[src/rtl/pmem_arbiter_pkg.sv]
// Shared LC-3b memory-path types: arbiter state encoding, line type and default timeout.
package lc3b_types;
  localparam int unsigned LC3B_LINE_WIDTH = 128;
  localparam int unsigned DEFAULT_TIMEOUT = 1023;

  typedef logic [LC3B_LINE_WIDTH-1:0] lc3b_line;

  typedef enum logic [1:0] {IDLE, SERVE_I, SERVE_D} lc3b_arb_state;
  typedef enum logic {SIDE_I, SIDE_D} lc3b_side;
endpackage

[src/rtl/pmem_arbiter_wait_counter.sv]
// Saturating wait counter with synchronous clear; terminal flags the value being loaded.
module arb_wait_counter #(
  parameter int unsigned MAX = 1023
) (
  input  logic clk,
  input  logic rst_n,
  input  logic clear,
  input  logic en,
  output logic terminal
);
  localparam int unsigned CW = $clog2(MAX + 1);

  logic [CW-1:0] count;
  logic [CW-1:0] count_nxt;

  always_comb begin
    count_nxt = count;
    if (clear) begin
      count_nxt = '0;
    end else if (en && (count != CW'(MAX))) begin
      count_nxt = count + 1'b1;
    end
  end

  // Looking at the next value lets the sticky error rise on the same edge the limit is hit.
  assign terminal = (count_nxt == CW'(MAX));

  always_ff @(posedge clk or negedge rst_n) begin
    if (!rst_n) begin
      count <= '0;
    end else begin
      count <= count_nxt;
    end
  end
endmodule

[src/rtl/pmem_arbiter.sv]
// Serialises I-cache and D-cache line transactions onto one physical-memory port,
// alternating grants under contention and flagging memory that never responds.
module pmem_arbiter
  import lc3b_types::*;
#(
  parameter int unsigned ADDR_WIDTH = 16,
  parameter int unsigned LINE_WIDTH = LC3B_LINE_WIDTH,
  parameter int unsigned TIMEOUT    = DEFAULT_TIMEOUT
) (
  input  logic                  clk,
  input  logic                  rst_n,
  input  logic                  i_read,
  input  logic [ADDR_WIDTH-1:0] i_address,
  output logic [LINE_WIDTH-1:0] i_rdata,
  output logic                  i_resp,
  input  logic                  d_read,
  input  logic                  d_write,
  input  logic [ADDR_WIDTH-1:0] d_address,
  input  logic [LINE_WIDTH-1:0] d_wdata,
  output logic [LINE_WIDTH-1:0] d_rdata,
  output logic                  d_resp,
  output logic                  pmem_read,
  output logic                  pmem_write,
  output logic [ADDR_WIDTH-1:0] pmem_address,
  output logic [LINE_WIDTH-1:0] pmem_wdata,
  input  logic [LINE_WIDTH-1:0] pmem_rdata,
  input  logic                  pmem_resp,
  output logic                  timeout_err
);
  lc3b_arb_state         state, state_nxt;
  lc3b_side              last_grant, last_grant_nxt;
  logic [ADDR_WIDTH-1:0] addr_q, addr_nxt;
  logic [LINE_WIDTH-1:0] wdata_q, wdata_nxt;
  logic                  is_write_q, is_write_nxt;
  logic                  is_d_q, is_d_nxt;
  logic                  i_req, d_req;
  logic                  grant, grant_d;
  logic                  serving;
  logic                  wait_terminal;

  assign i_req   = i_read;
  assign d_req   = d_read | d_write;
  assign serving = (state != IDLE);

  always_comb begin
    state_nxt      = state;
    last_grant_nxt = last_grant;
    addr_nxt       = addr_q;
    wdata_nxt      = wdata_q;
    is_write_nxt   = is_write_q;
    is_d_nxt       = is_d_q;
    grant          = 1'b0;
    grant_d        = 1'b0;
    case (state)
      IDLE: begin
        if (i_req || d_req) begin
          grant          = 1'b1;
          // On a tie the side that did not win last time goes next.
          grant_d        = d_req && (!i_req || (last_grant == SIDE_I));
          state_nxt      = grant_d ? SERVE_D : SERVE_I;
          last_grant_nxt = grant_d ? SIDE_D : SIDE_I;
          is_d_nxt       = grant_d;
          addr_nxt       = grant_d ? d_address : i_address;
          wdata_nxt      = grant_d ? d_wdata : '0;
          is_write_nxt   = grant_d && d_write;
        end
      end
      SERVE_I, SERVE_D: begin
        if (pmem_resp) begin
          state_nxt = IDLE;
        end
      end
      default: state_nxt = IDLE;
    endcase
  end

  always_ff @(posedge clk or negedge rst_n) begin
    if (!rst_n) begin
      state       <= IDLE;
      last_grant  <= SIDE_I;
      addr_q      <= '0;
      wdata_q     <= '0;
      is_write_q  <= 1'b0;
      is_d_q      <= 1'b0;
      timeout_err <= 1'b0;
    end else begin
      state      <= state_nxt;
      last_grant <= last_grant_nxt;
      addr_q     <= addr_nxt;
      wdata_q    <= wdata_nxt;
      is_write_q <= is_write_nxt;
      is_d_q     <= is_d_nxt;
      if (serving && wait_terminal) begin
        timeout_err <= 1'b1;
      end
    end
  end

  arb_wait_counter #(
    .MAX(TIMEOUT)
  ) u_wait (
    .clk     (clk),
    .rst_n   (rst_n),
    .clear   (grant),
    .en      (serving && !pmem_resp),
    .terminal(wait_terminal)
  );

  assign pmem_read    = serving && !is_write_q;
  assign pmem_write   = serving && is_write_q;
  assign pmem_address = addr_q;
  assign pmem_wdata   = wdata_q;

  assign i_resp  = serving && !is_d_q && pmem_resp;
  assign d_resp  = serving && is_d_q && pmem_resp;
  assign i_rdata = i_resp ? pmem_rdata : '0;
  assign d_rdata = d_resp ? pmem_rdata : '0;
endmodule

[config.mk]
export PLATFORM = sky130hd
export DESIGN_NAME = pmem_arbiter
export DESIGN_NICKNAME = d
export VERILOG_FILES = /design/src/rtl/pmem_arbiter_pkg.sv /design/src/rtl/pmem_arbiter_wait_counter.sv /design/src/rtl/pmem_arbiter.sv
export SDC_FILE = /design/constraint.sdc
export NUM_CORES = 1
export LEC_CHECK = 0
export CORE_AREA = 2 2 270 272
export DETAILED_ROUTE_END_ITERATION = 16
export DIE_AREA = 0 0 272 274
export SYNTH_ARGS = -nofsm -noshare
export SYNTH_HDL_FRONTEND = slang
export SYNTH_SLANG_ARGS = --single-unit
export TNS_END_PERCENT = 50
[constraint.sdc]
create_clock -name clk -period 2.8 [get_ports clk]
set_clock_uncertainty 0.2 [all_clocks]
set_input_delay 0.42 -clock clk [delete_from_list [all_inputs] [get_ports clk]]
set_output_delay 0.42 -clock clk [all_outputs]
set_load 0.005 [all_outputs]
After elaboration in Yosys (flattened, before gate mapping)
Cells that the tools add are included.
{ "word_totals": {"reg_bits": 160} }
{ "classes": {"bitwise": 2, "n_eq_ne": 6, "reduce_logical": 22, "n_mux": 13, "n_addsub": 1} }
{ "op_table": {"columns": ["operator", "n"], "rows": [
  ["two-way mux 128 bit", 3],
  ["two-way mux 10 bit", 2],
  ["two-way mux 16 bit", 1],
  ["logical AND 1 bit", 11],
  ["adder 10 x 1 -> 10 bit (second input constant)", 1],
  ["== test 10 bit (second input constant)", 1],
  ["inequality test 10 bit (second input constant)", 1],
  ["two-way mux 2 bit", 3],
  ["logical NOT 1 bit", 4],
  ["inequality test 2 bit (second input constant)", 2],
  ["case mux 2 bit (2 select lines)", 1],
  ["AND reduction 2 bit", 2],
  ["two-way mux 1 bit", 3],
  ["== test 2 x 1 -> 1 bit (second input constant)", 1],
  ["== test 2 bit (second input constant)", 1],
  ["logical NOT 2 bit", 1],
  ["logical OR 1 bit", 2],
  ["nonzero test 2 bit", 1],
  ["OR reduction 2 bit", 1],
  ["inverter 1 bit", 1],
  ["OR 1 bit", 1]
]} }

Depth between registers and ports, before layout
Gate-level depths: netlist of the first run.
{ "depth": {"word_depth": 7, "mapped_depth": 8, "ltp_nobuf": 7} }

Hierarchy
From an unflattened synthesis of the first run, not the netlist that was laid out.
{ "unflattened": {"cells_unflattened": 732, "area_unflattened_um2": 7886.3} }
{ "modules_own_cells": {"columns": ["module", "area_each_um2", "n_inst", "cells_each", "seq_area_each_um2"], "rows": [
  ["pmem_arbiter", 7270.7, 1, 667, 3728.6],
  ["arb_wait_counter", 615.6, 1, 65, 250.2]
]} }

Worst setup path after synthesis of the first run
No wires, ideal clock.
{ "synth_timing": {"path_type": "flip-flop to flip-flop", "from": "register state[0]", "to": "register timeout_err", "setup_slack_ns": 0.598, "path_buffers": 0, "path_stages_with_launch": 8, "arrival_ns": 1.881, "path_cell_list": "dfrtp_1 inv_1 ha_1 or3b_4 nor4_4 mux2i_1 nor3_2 a41o_1"} }
{ "synth_between": {"elab_chain_len": 7, "word_cells_on_any_way": 9} }
{ "synth_rtl": {"columns": ["element", "line_no", "text"], "rows": [
  ["start, declared", "pmem_arbiter.sv:30", "lc3b_arb_state state, state_nxt;"],
  ["start signal, assigned", "pmem_arbiter.sv:87", "state <= state_nxt;"],
  ["nonzero test 2 bit", "pmem_arbiter.sv:43", "assign serving = (state != IDLE);"],
  ["logical AND 1 bit", "pmem_arbiter.sv:105", ".en (serving && !pmem_resp),"],
  ["logical AND 1 bit", "pmem_arbiter_wait_counter.sv:20", "end else if (en && (count != CW'(MAX))) begin"],
  ["two-way mux 10 bit", "pmem_arbiter_wait_counter.sv:20", null],
  ["two-way mux 10 bit", "pmem_arbiter_wait_counter.sv:18", "if (clear) begin"],
  ["== test 10 bit", "pmem_arbiter_wait_counter.sv:26", "assign terminal = (count_nxt == CW'(MAX));"],
  ["logical AND 1 bit *", "pmem_arbiter.sv:93", "if (serving && wait_terminal) begin"],
  ["end signal, assigned", "pmem_arbiter.sv:85", "timeout_err <= 1'b0;"],
  ["end signal, assigned", "pmem_arbiter.sv:94", "timeout_err <= 1'b1;"],
  ["end, declared", "pmem_arbiter.sv:28", "output logic timeout_err"]
]} }
Every way passes the cells marked *; elsewhere a longest branch is shown, timed or not.
A chain may end at the register's enable or synchronous reset.

Final worst setup path of the first run
{ "layout_timing": {"from": "register state[0]", "to": "output port i_rdata[11]"} }
{ "layout_between": {"elab_chain_len": 4} }
{ "layout_rtl": {"columns": ["element", "line_no", "text"], "rows": [
  ["nonzero test 2 bit", "pmem_arbiter.sv:43", null],
  ["logical AND 1 bit (2 in a row)", "pmem_arbiter.sv:114", "assign i_resp = serving && !is_d_q && pmem_resp;"],
  ["two-way mux 128 bit", "pmem_arbiter.sv:116", "assign i_rdata = i_resp ? pmem_rdata : '0;"],
  ["end, declared", "pmem_arbiter.sv:14", "output logic [LINE_WIDTH-1:0] i_rdata,"]
]} }
No other way between the ends.

==> results of run 1 <==
==> registers in the layout, summed over array words and instances (netlist names) <==
| signal | cells |
|---|---|
| is_write_q | 1 |
| u_wait.count | 10 |
| timeout_err | 1 |
| is_d_q | 1 |
| state | 2 |
| pmem_address | 16 |
| pmem_wdata | 128 |
==> cell usage after synthesis <==
master / instances / area [um2]
and2_1: 260 / 1630
dfrtp_1: 159 / 3980
a22o_1: 131 / 1150
clkbuf_1: 36 / 135
nand2_1: 29 / 109
buf_2: 21 / 105
mux2i_1: 19 / 190
nor2_1: 16 / 60.1
o21ai_0: 16 / 80.1
buf_4: 6 / 45.0
nand3_1: 6 / 30.0
nor3_1: 4 / 20.0
inv_1: 3 / 11.3
nor2b_1: 3 / 18.8
xor2_1: 3 / 26.3
a21oi_1: 2 / 10.0
buf_6: 2 / 22.5
ha_1: 2 / 25.0
nand2b_1: 2 / 12.5
nand4_1: 2 / 12.5
nand4b_1: 2 / 17.5
nor3b_1: 2 / 15.0
xnor2_1: 2 / 17.5
a21o_1: 1 / 7.51
a41o_1: 1 / 10.0
and3b_1: 1 / 8.76
buf_1: 1 / 3.75
nand4_4: 1 / 21.3
nor3_2: 1 / 10.0
nor4_4: 1 / 21.3
o211a_1: 1 / 10.0
o211ai_1: 1 / 7.51
o21a_1: 1 / 7.51
o311ai_0: 1 / 8.76
o31ai_1: 1 / 7.51
or3_1: 1 / 6.26
or3b_4: 1 / 11.3
==> report_power, final <==
| part | leakage, uW | internal (uW) | switching (uW) |
|---|---|---|---|
| registers | 0.00203 | 3420 | 677 |
| clock network | 0.000289 | 1200 | 1160 |
| logic | 0.00565 | 5390 | 3690 |
| total | 0.00797 | 10000 | 5530 |
==> area by class of cell <==
cell class / instances / area, um2
multi-input cells: 514 / 3840
flip-flops and latches: 159 / 3980
clock buffers: 17 / 425
repair buffers: 788 / 7960
fillers: 7730 / 54400
diodes: 6 / 15.0
well taps: 959 / 1200
clock inverters: 15 / 158
inverters: 3 / 11.3
==> worst max-delay path, stage by stage, from the launching register on <==
cell	delay, ns
dfrtp_1	0.39
inv_2	0.06
ha_4	0.18
nor3b_4	0.23
buf_12	0.14
buf_16	0.13
buf_8	0.14
buf_12	0.12
buf_16	0.11
buf_12	0.10
and2_4	0.13
buf_6	0.09
==> metrics by stage <==
step | cell area, um2 | std cells | power, uW
4_1_cts | 17500 | 2450 | 15600
5_1_grt | 17600 | 2456 | 16500
3_3_place_gp | 16300 | 2371 | 12100
3_5_place_dp | 16300 | 2371 | 12200
6_report | 17600 | 2461 | 15500
2_1_floorplan | 7860 | 742 | 6880
==> per-layer routing <==
metal  vias up  part of all wire, %  global-route usage [%]  routed length (um)
met5         -                 0.15                       0                  90
met4        14                  3.9                    5.32                2390
met3       115                  9.5                    5.51                5900
met2       538                   49                    28.6               30700
met1      4382                   37                    17.7               23000
li1       4028                    -                       -                   -
==> path summary, 6_finish.rpt <==
kind | end | slack, ns | depth (start not counted)
worst max-delay path | i_rdata[11] | -0.08 | 11
worst min-delay path | pmem_wdata[57]$_DFFE_PN0P_ | 0.27 | 2
worst max register to register | timeout_err$_DFFE_PN0P_ | 0.33 | 8
worst min register to register | pmem_address[12]$_DFFE_PN0P_ | 0.28 | 2
max in group asynchronous | u_wait.count[6]$_DFF_PN0_ | 1.38 | 3
min in group clk | pmem_address[12]$_DFFE_PN0P_ | 0.28 | 2
==> repair_timing <==
| action | 4_1_cts | 5_1_grt |
|---|---|---|
| resized for setup | 663 | 307 |
| cloned | 12 | 4 |
| pin swaps | 12 | 8 |
| buffers inserted | 34 | 6 |
| endpoints found under the hold margin | 36 | 0 |
| endpoints found under the setup margin | 251 | 218 |
| hold buffers | 1 | 0 |
==> layout by cell type (no fill, tap or decap), drive strengths merged, types with 2 or more instances in the layout <==
cell and count:
nand4 3, nor3b 2, xnor2 2, nor2b 3
clkinv 6, a22o 131, buf 208, xor2 3
o21ai 16, and2 260, diode 6, nand2 29
a21oi 2, dfrtp 159, clkdlybuf4s50 439, inv 12
nand2b 2, nor2 16, clkdlybuf4s15 10, nand3 6
mux2i 19, nand4b 2, nor3 5, clkbuf 110
ha 2, dlygate4sd2 35
==> cells by family after synthesis <==
group / count (synthesis) / share of synthesized area [%]
flip-flops: 159 / 50.6
XOR/XNOR: 5 / 0.557
multiplexers: 19 / 2.42
AND/OR/NAND/NOR: 332 / 25.5
buffers and inverters: 69 / 4.11
AO/OA/AOI/OAI: 156 / 16.5
adder cells (fa/ha/maj): 2 / 0.318
==> metrics.txt, run 1 <==
outcome=finished with violations; failing checks=setup timing; Core Util, Final=24.4%; via density per instance=3.69; PortBufs=698; CP startpoint=state[0]$_DFFE_PN0P_; Die Wd=272 um; max-cap viol count=0; P per Cell Area=883 mW/mm2; Longest Clk Path Bufs=2; flops & latches, synth=159; CTS tree=built; fin worst setup slack=-0.0755 ns; critical-path maximum fanout=6; Period minus WS final=2.88 ns; vias after detailed routing=9077; # IOs=699; Hold Crit Class=primary input to async pin; Tightest Pin Transition=0.533 ns; Skew-Pair Late Insertion Delay=0.43 ns; clk root buf=clkbuf_16; first-pass GRT wire length=81.8 mm; WL/cell=25.2 um; synthesized area per cell=10.6 um2; vias in the first global route=9485; Max transition margin=64.4%; Post-Syn Area=0.00786 mm2; global placement routability congestion=0.900; Fmax=0.348 GHz; post-synth cell types=37; row cnt=99; clk sinks=159; Total GRT Usage=16.0%; Lkg Pwr=0.00797 uW; DP HPWL=49.4 mm; post-route ant nets=0; final hold vios=0; fin nets=1779; register clock-pin slew on the reported worst setup and hold paths=0.08 ns; DRT iter0 DRCs=405; DRC errors left=0; Req. time, crit path=2.18 ns; final wirelength=62.0 mm; peak supply drop=0.411 mV; setup violators final=36; Synthesized Nets=1038; FF-to-FF Start=state[0]$_DFFE_PN0P_; DRT Pass-1 Iters=4; Critical Path AT=2.26 ns; layout cells sized above 1=29.7%; initial antenna violation count=45; Slew Viols, Final=0; area grow syn2layout=124%; cts bufs inserted=17; crit path capture type=output port; Place WS=-0.201 ns; die height=274 um; largest net degree at the start of global routing=72; core area=0.0720 mm2; unrepaired setup endpoints after global routing=yes; Final Cycle Share=103%; Syn Inst Count=742; Final TNS setup=-1.41 ns; grt ovf=0; Initial Utilization=10.9%; Seq/Total Area, Yosys=50.6%; Setup CP Type=flip-flop to output port; synth warn=0; H-tree lvl count=4; die area=0.0745 mm2; CP startpoint kind=flip-flop; final hold slack=0.270 ns
(Power assumes the default switching activity.)
==> inputs of run 2 (changes only) <==
CTS_BUF_LIST = sky130_fd_sc_hd__clkbuf_4 sky130_fd_sc_hd__clkbuf_8   (was not set)
==> run 2 against run 1 <==
  * The flow still finishes with violations (setup timing)
  * Combinational power up 6.5%
  * Die area unchanged
  * Power down 0.22%
  * Sequential power about the same
  * Non-clock buffer count grew 21
  * Via count grew 1.5%
  * Worst hold slack worse by 0.036 ns
  * Global-route usage up 0.12 points
  * Worst setup slack worse by 0.053 ns
  * Utilization increased by 0.78 points
  * Register-to-register slack is essentially flat
  * Design area is 3.2% higher
  * Critical path type unchanged
  * Highest routed layer unchanged
==> metrics.txt, run 2 (same netlist as run 1, synthesis figures left out) <==
outcome=finished with violations (unchanged); failing checks=setup timing (unchanged); DP HPWL=49.4 mm (unchanged); Final TNS setup=-3.72 ns (was -1.41 ns); register clock-pin slew on the reported worst setup and hold paths=0.11 ns (was 0.08 ns); final hold vios=0 (unchanged); post-route ant nets=0 (unchanged); H-tree lvl count=4 (unchanged); Total GRT Usage=16.1% (was 16.0%); layout cells sized above 1=35.1% (was 29.7%); Initial Utilization=10.9% (unchanged); worst r2r dst=timeout_err$_DFFE_PN0P_ (unchanged); setup violators final=77 (was 36); Period minus WS final=2.93 ns (was 2.88 ns); # IOs=699 (unchanged); core area=0.0720 mm2 (unchanged); WL/cell=25.4 um (was 25.2 um); CTS tree=built (unchanged); Hold Crit Class=primary input to async pin (unchanged); initial antenna violation count=46 (was 45); Lkg Pwr=0.00830 uW (was 0.00797 uW); FF-to-FF Start=state[1]$_DFFE_PN0P_ (was state[0]$_DFFE_PN0P_); die height=274 um (unchanged); Fmax=0.341 GHz (was 0.348 GHz); largest net degree at the start of global routing=72 (unchanged); global placement routability congestion=0.900 (unchanged); Critical Path AT=2.31 ns (was 2.26 ns); final hold slack=0.234 ns (was 0.270 ns); Tightest Pin Transition=0.554 ns (was 0.533 ns); vias after detailed routing=9217 (was 9077); Setup CP Type=flip-flop to output port (unchanged); commonest non-fill, non-tap cell in the layout=clkdlybuf4s50_1 (unchanged); DRT iter0 DRCs=390 (was 405); DRT Pass-1 Iters=6 (was 4); cts bufs inserted=17 (unchanged); Die Wd=272 um (unchanged); Place WS=-0.201 ns (unchanged); PortBufs=698 (unchanged); peak supply drop=0.395 mV (was 0.411 mV); row cnt=99 (unchanged); P per Cell Area=854 mW/mm2 (was 883 mW/mm2); final wirelength=63.2 mm (was 62.0 mm); Largest register FFs=128 (unchanged); CP startpoint=state[1]$_DFFE_PN0P_ (was state[0]$_DFFE_PN0P_); most frequent cells in the layout=439 x clkdlybuf4s50_1, 159 x dfrtp_1, 149 x buf_6, 146 x and2_4, 131 x a22o_1 (was 439 x clkdlybuf4s50_1, 161 x and2_1, 159 x dfrtp_1, 131 x a22o_1, 98 x and2_4); Longest Clk Path Bufs=2 (unchanged); Req. time, crit path=2.18 ns (about the same); Core Util, Final=25.2% (was 24.4%); first-pass GRT wire length=82.3 mm (was 81.8 mm); fin nets=1800 (was 1779); grt ovf=0 (unchanged); unrepaired setup endpoints after global routing=yes (unchanged); fin worst setup slack=-0.129 ns (was -0.0755 ns); die area=0.0745 mm2 (unchanged); critical-path maximum fanout=6 (unchanged); Skew-Pair Late Insertion Delay=0.46 ns (was 0.43 ns); final instance area=0.0182 mm2 (was 0.0176 mm2); crit path capture type=output port (unchanged); Post-DP Area=0.0163 mm2 (unchanged); max-cap viol count=0 (unchanged); clk root buf=clkbuf_8 (was clkbuf_16); R2R depth=8 (unchanged); FF-to-FF setup slack=0.33 ns (about the same); area grow syn2layout=131% (was 124%); Max transition margin=63.0% (was 64.4%); Final Cycle Share=105% (was 103%); vias in the first global route=9579 (was 9485); clk sinks=159 (unchanged); Slew Viols, Final=0 (unchanged); DRC errors left=0 (unchanged); CP startpoint kind=flip-flop (unchanged); via density per instance=3.70 (was 3.69)
[run 2: cell types whose count changed in the layout (fill, tap and decap cells not counted), moves of 17 or more]
| cell | previous run | this run |
|---|---|---|
| clkbuf_16 | 21 | 4 |
| and2_1 | 161 | 113 |
| and2_4 | 98 | 146 |
| dlygate4sd2_1 | 35 | 3 |
| buf_2 | 29 | 46 |
| buf_6 | 93 | 149 |
| clkbuf_2 | 89 | 42 |
| clkbuf_8 | 0 | 17 |
[run 2: repair_timing]
item	in CTS	in global routing
hold buffers	1	0
gates cloned	14	5
endpoints found under the setup margin	254	243
hold endpoints to repair	36	0
setup buffers	43	17
gates resized for setup	742	434
pin swaps	13	14
[run 2: power breakdown]
group          leakage, uW  internal, uW  switching (uW)
combinational      0.00607          5830            3850
sequential         0.00203          3410             669
clock             0.000202           675            1070
total              0.00830          9910            5580
[run 2: how the worst max path moves through the flow]
stage	slack, ns	depth (start not counted)	end
2_1_floorplan	0.60	7	timeout_err$_DFFE_PN0P_
3_3_place_gp	-0.14	6	i_rdata[103]
3_5_place_dp	-0.20	6	i_rdata[74]
4_1_cts	-0.28	8	i_rdata[20]
5_1_grt	-0.28	11	i_rdata[70]
6_report	-0.13	11	i_rdata[70]
[run 2: layer usage]
layer	up-vias	track usage [%]	wire, um
li1	4085	-	-
met1	4471	17.4	23000
met2	539	28.8	31600
met3	110	6.02	6300
met4	12	5.68	2220
met5	-	0	76
[run 2: worst max-delay path, stage by stage, from the launching register on]
cell	delay, ns
dfrtp_1	0.39
inv_2	0.05
ha_4	0.17
nor3b_4	0.23
buf_12	0.14
buf_16	0.13
buf_8	0.15
buf_12	0.13
buf_12	0.12
buf_12	0.10
and2_4	0.13
buf_6	0.08
[run 2: per-stage QoR]
stage / total power (uW) / std cells
after floorplan: 6880 / 742
after global placement: 12100 / 2371
after detailed placement: 12200 / 2371
after CTS: 15200 / 2461
after global routing: 16400 / 2481
final: 15500 / 2490
[run 2: layout make-up]
| class | count | area [um2] |
|---|---|---|
| Fill cell | 7671 | 53800 |
| Timing Repair Buffer | 809 | 8570 |
| Sequential cell | 159 | 3980 |
| Multi-Input combinational cell | 514 | 3960 |
| Tap cell | 959 | 1200 |
| Clock buffer | 17 | 234 |
| Clock inverter | 15 | 158 |
| Antenna cell | 14 | 35.0 |
| Inverter | 3 | 11.3 |
==> inputs of run 3 (changes only) <==
CTS_CLUSTER_DIAMETER = 150   (was not set)
GPL_TIMING_DRIVEN = 0   (was not set)
==> run 3 against run 2 <==
  * The run still ends with setup timing left
  * First-iteration DRC count up 2.1%
  * Register-to-register slack worse by 0.16 ns
  * Worst hold slack improved by 0.052 ns
  * Worst setup slack better by 0.019 ns
  * Combinational power about the same
  * Sequential power about the same
  * Clock power grew 3%
  * Power increased by 0.66%
  * Utilization is 0.31 points lower
  * Critical path depth down 2
  * Critical endpoint is now d_rdata[12]
==> metrics.txt, run 3 (same netlist as run 1, synthesis figures left out) <==
cell breakdown of the critical path=inv_2 > ha_4 > and3b_2 > buf_12 > clkbuf_16 > clkbuf_16 > buf_12 > and2_4 > buf_6 (was inv_2 > ha_4 > nor3b_4 > buf_12 > buf_16 > buf_8 > buf_12 > buf_12 > buf_12 > and2_4 > buf_6); critical path's slowest cell=dfrtp_1 (unchanged); CP startpoint kind=flip-flop (unchanged); final hold slack=0.286 ns (was 0.234 ns); Lkg Pwr=0.00839 uW (was 0.00830 uW); via density per instance=3.74 (was 3.70); Total GRT Usage=16.9% (was 16.1%); global placement routability congestion=0.947 (was 0.900); Critical Path AT=2.29 ns (was 2.31 ns); Die Wd=272 um (unchanged); FF-to-FF Start=is_d_q$_DFFE_PN0P_ (was state[1]$_DFFE_PN0P_); clk root buf=clkbuf_8 (unchanged); outcome=finished with violations (unchanged); WL/cell=26.1 um (was 25.4 um); post-route ant nets=0 (unchanged); Slowest Stage Delay on Critical Path=0.41 ns (was 0.39 ns); final instance area=0.0179 mm2 (was 0.0182 mm2); crit path buf inv count=6 (was 8); family with the most delay on the worst path=buffers and inverters (unchanged); die height=274 um (unchanged); DRC errors left=0 (unchanged); R2R depth=6 (was 8); fin nets=1823 (was 1800); initial antenna violation count=44 (was 46); Tightest Pin Transition=0.996 ns (was 0.554 ns); worst hold stages=2; register clock-pin slew on the reported worst setup and hold paths=0.09 ns (was 0.11 ns); unrepaired setup endpoints after global routing=yes (unchanged); grt ovf=0 (unchanged); failing checks=setup timing (unchanged); die area=0.0745 mm2 (unchanged); Setup CP Type=flip-flop to output port (unchanged); Req. time, crit path=2.18 ns (about the same); FF-to-FF setup slack=0.17 ns (was 0.33 ns); Final Cycle Share=104% (was 105%); commonest non-fill, non-tap cell in the layout=clkdlybuf4s50_1 (unchanged); P per Cell Area=870 mW/mm2 (was 854 mW/mm2); cts bufs inserted=17 (unchanged); layout cells sized above 1=34.2% (was 35.1%); Longest Clk Path Bufs=2 (unchanged); Fmax=0.344 GHz (was 0.341 GHz); DRT Pass-1 Iters=4 (was 6); H-tree lvl count=4 (unchanged); Skew-Pair Late Insertion Delay=0.47 ns (was 0.46 ns); Core Util, Final=24.9% (was 25.2%); setup violators final=73 (was 77); final hold vios=0 (unchanged); # IOs=699 (unchanged); max-cap viol count=0 (unchanged); CTS tree=built (unchanged); DRT iter0 DRCs=398 (was 390); PortBufs=698 (unchanged); critical-path maximum fanout=9 (was 6); Period minus WS final=2.91 ns (was 2.93 ns); Initial Utilization=10.9% (unchanged); Post-DP Area=0.0161 mm2 (was 0.0163 mm2); Max transition margin=31.7% (was 63.0%); area grow syn2layout=128% (was 131%); fin worst setup slack=-0.109 ns (was -0.129 ns); DP HPWL=53.9 mm (was 49.4 mm); fin cells=2505 (was 2490); row cnt=99 (unchanged); clk sinks=159 (unchanged); most frequent cells in the layout=442 x clkdlybuf4s50_1, 158 x dfrtp_1, 139 x and2_4, 137 x buf_6, 131 x a22o_1 (was 439 x clkdlybuf4s50_1, 159 x dfrtp_1, 149 x buf_6, 146 x and2_4, 131 x a22o_1); filler instances=7715 (was 7671); Largest register FFs=128 (unchanged); worst r2r dst=pmem_address[14]$_DFFE_PN0P_ (was timeout_err$_DFFE_PN0P_); Register Area=0.00398 mm2 (about the same); area of the multi-input gates=0.00393 mm2 (was 0.00396 mm2); core area=0.0720 mm2 (unchanged); Worst Min Path Start=pmem_address[1]$_DFFE_PN0P_; first-pass GRT wire length=85.9 mm (was 82.3 mm); Slew Viols, Final=0 (unchanged); Power Total=15600 uW (was 15500 uW); peak supply drop=0.399 mV (was 0.395 mV); vias after detailed routing=9362 (was 9217); Hold EP=pmem_address[1]$_DFFE_PN0P_; Inst Count DP=2400 (was 2371); vias in the first global route=10022 (was 9579); largest net degree at the start of global routing=81 (was 72); Hold Crit Class=flip-flop to flip-flop (was primary input to async pin); final wirelength=65.5 mm (was 63.2 mm); crit path capture type=output port (unchanged)
-- run 3: changes by cell type in the layout (fill, tap and decap cells not counted), moves of 11 or more --
cell           change
dlygate4sd2_1     +11
buf_12            -29
clkbuf_16         +12
buf_16            -11
buf_8             +19
buf_4             -13
buf_2             +39
buf_6             -12
-- run 3: worst register-to-register path: cells and delay by family, from the launching register on --
| kind | cells | cell delay, ns |
|---|---|---|
| multiplexers | 1 | 0.38 |
| buffers and inverters | 2 | 1.06 |
| flip-flops | 1 | 0.49 |
| AND/OR/NAND/NOR | 1 | 0.12 |
| AO/OA/AOI/OAI | 2 | 0.25 |
-- run 3: worst max-delay path by stage --
stage                         start                          to  slack (ns)  cells after the start
2_1_floorplan  state[0]$_DFFE_PN0P_     timeout_err$_DFFE_PN0P_        0.60                      7
3_3_place_gp                  rst_n  pmem_wdata[24]$_DFFE_PN0P_       -5.43                      1
3_5_place_dp              pmem_resp                 i_rdata[14]       -2.11                      6
4_1_cts        state[0]$_DFFE_PN0P_                i_rdata[126]       -0.22                      7
5_1_grt        state[0]$_DFFE_PN0P_                 i_rdata[99]       -0.20                     11
6_report       state[0]$_DFFE_PN0P_                 d_rdata[12]       -0.11                      9
-- run 3: area by class of cell --
cell class | count | area share (%)
diodes | 7 | 0.0977
plain buffers | 62 | 3.80
clock buffers | 18 | 1.38
clock inverters | 13 | 0.866
inverters | 3 | 0.0628
multi-input cells | 514 | 21.9
flip-flops and latches | 159 | 22.2
well taps | 959 | 6.69
repair buffers | 770 | 43.0
-- run 3: through the flow --
stage                      TNS, ns  worst slack [ns]
after floorplan                  0             0.598
after global placement    -1245.16             -5.43
after detailed placement   -391.77             -2.11
after CTS                   -16.61            -0.217
after global routing        -12.97            -0.196
final                        -3.96            -0.109
-- run 3: per-layer routing --
metal  global-route usage [%]  wire length, um  up-vias
li1                         -                -     4129
met3                     5.32             5750      110
met1                     18.3            24000     4552
met4                     4.90             2240        6
met5                        0               41        -
met2                     31.5            33400      565
-- run 3: what timing repair did --
item / CTS / global route
endpoints found under the setup margin: 359 / 259
setup buffers: 43 / 14
pin swaps: 22 / 1
gates cloned: 20 / 1
endpoints found under the hold margin: 79 / 0
gates resized for setup: 1111 / 252
hold buffers: 1 / 0
-- run 3: power breakdown --
group          total [uW]  leakage (uW)  switching, uW  internal [uW]
clock                1810      0.000200            972            835
sequential           4110       0.00203            698           3410
combinational        9680       0.00616           3980           5700
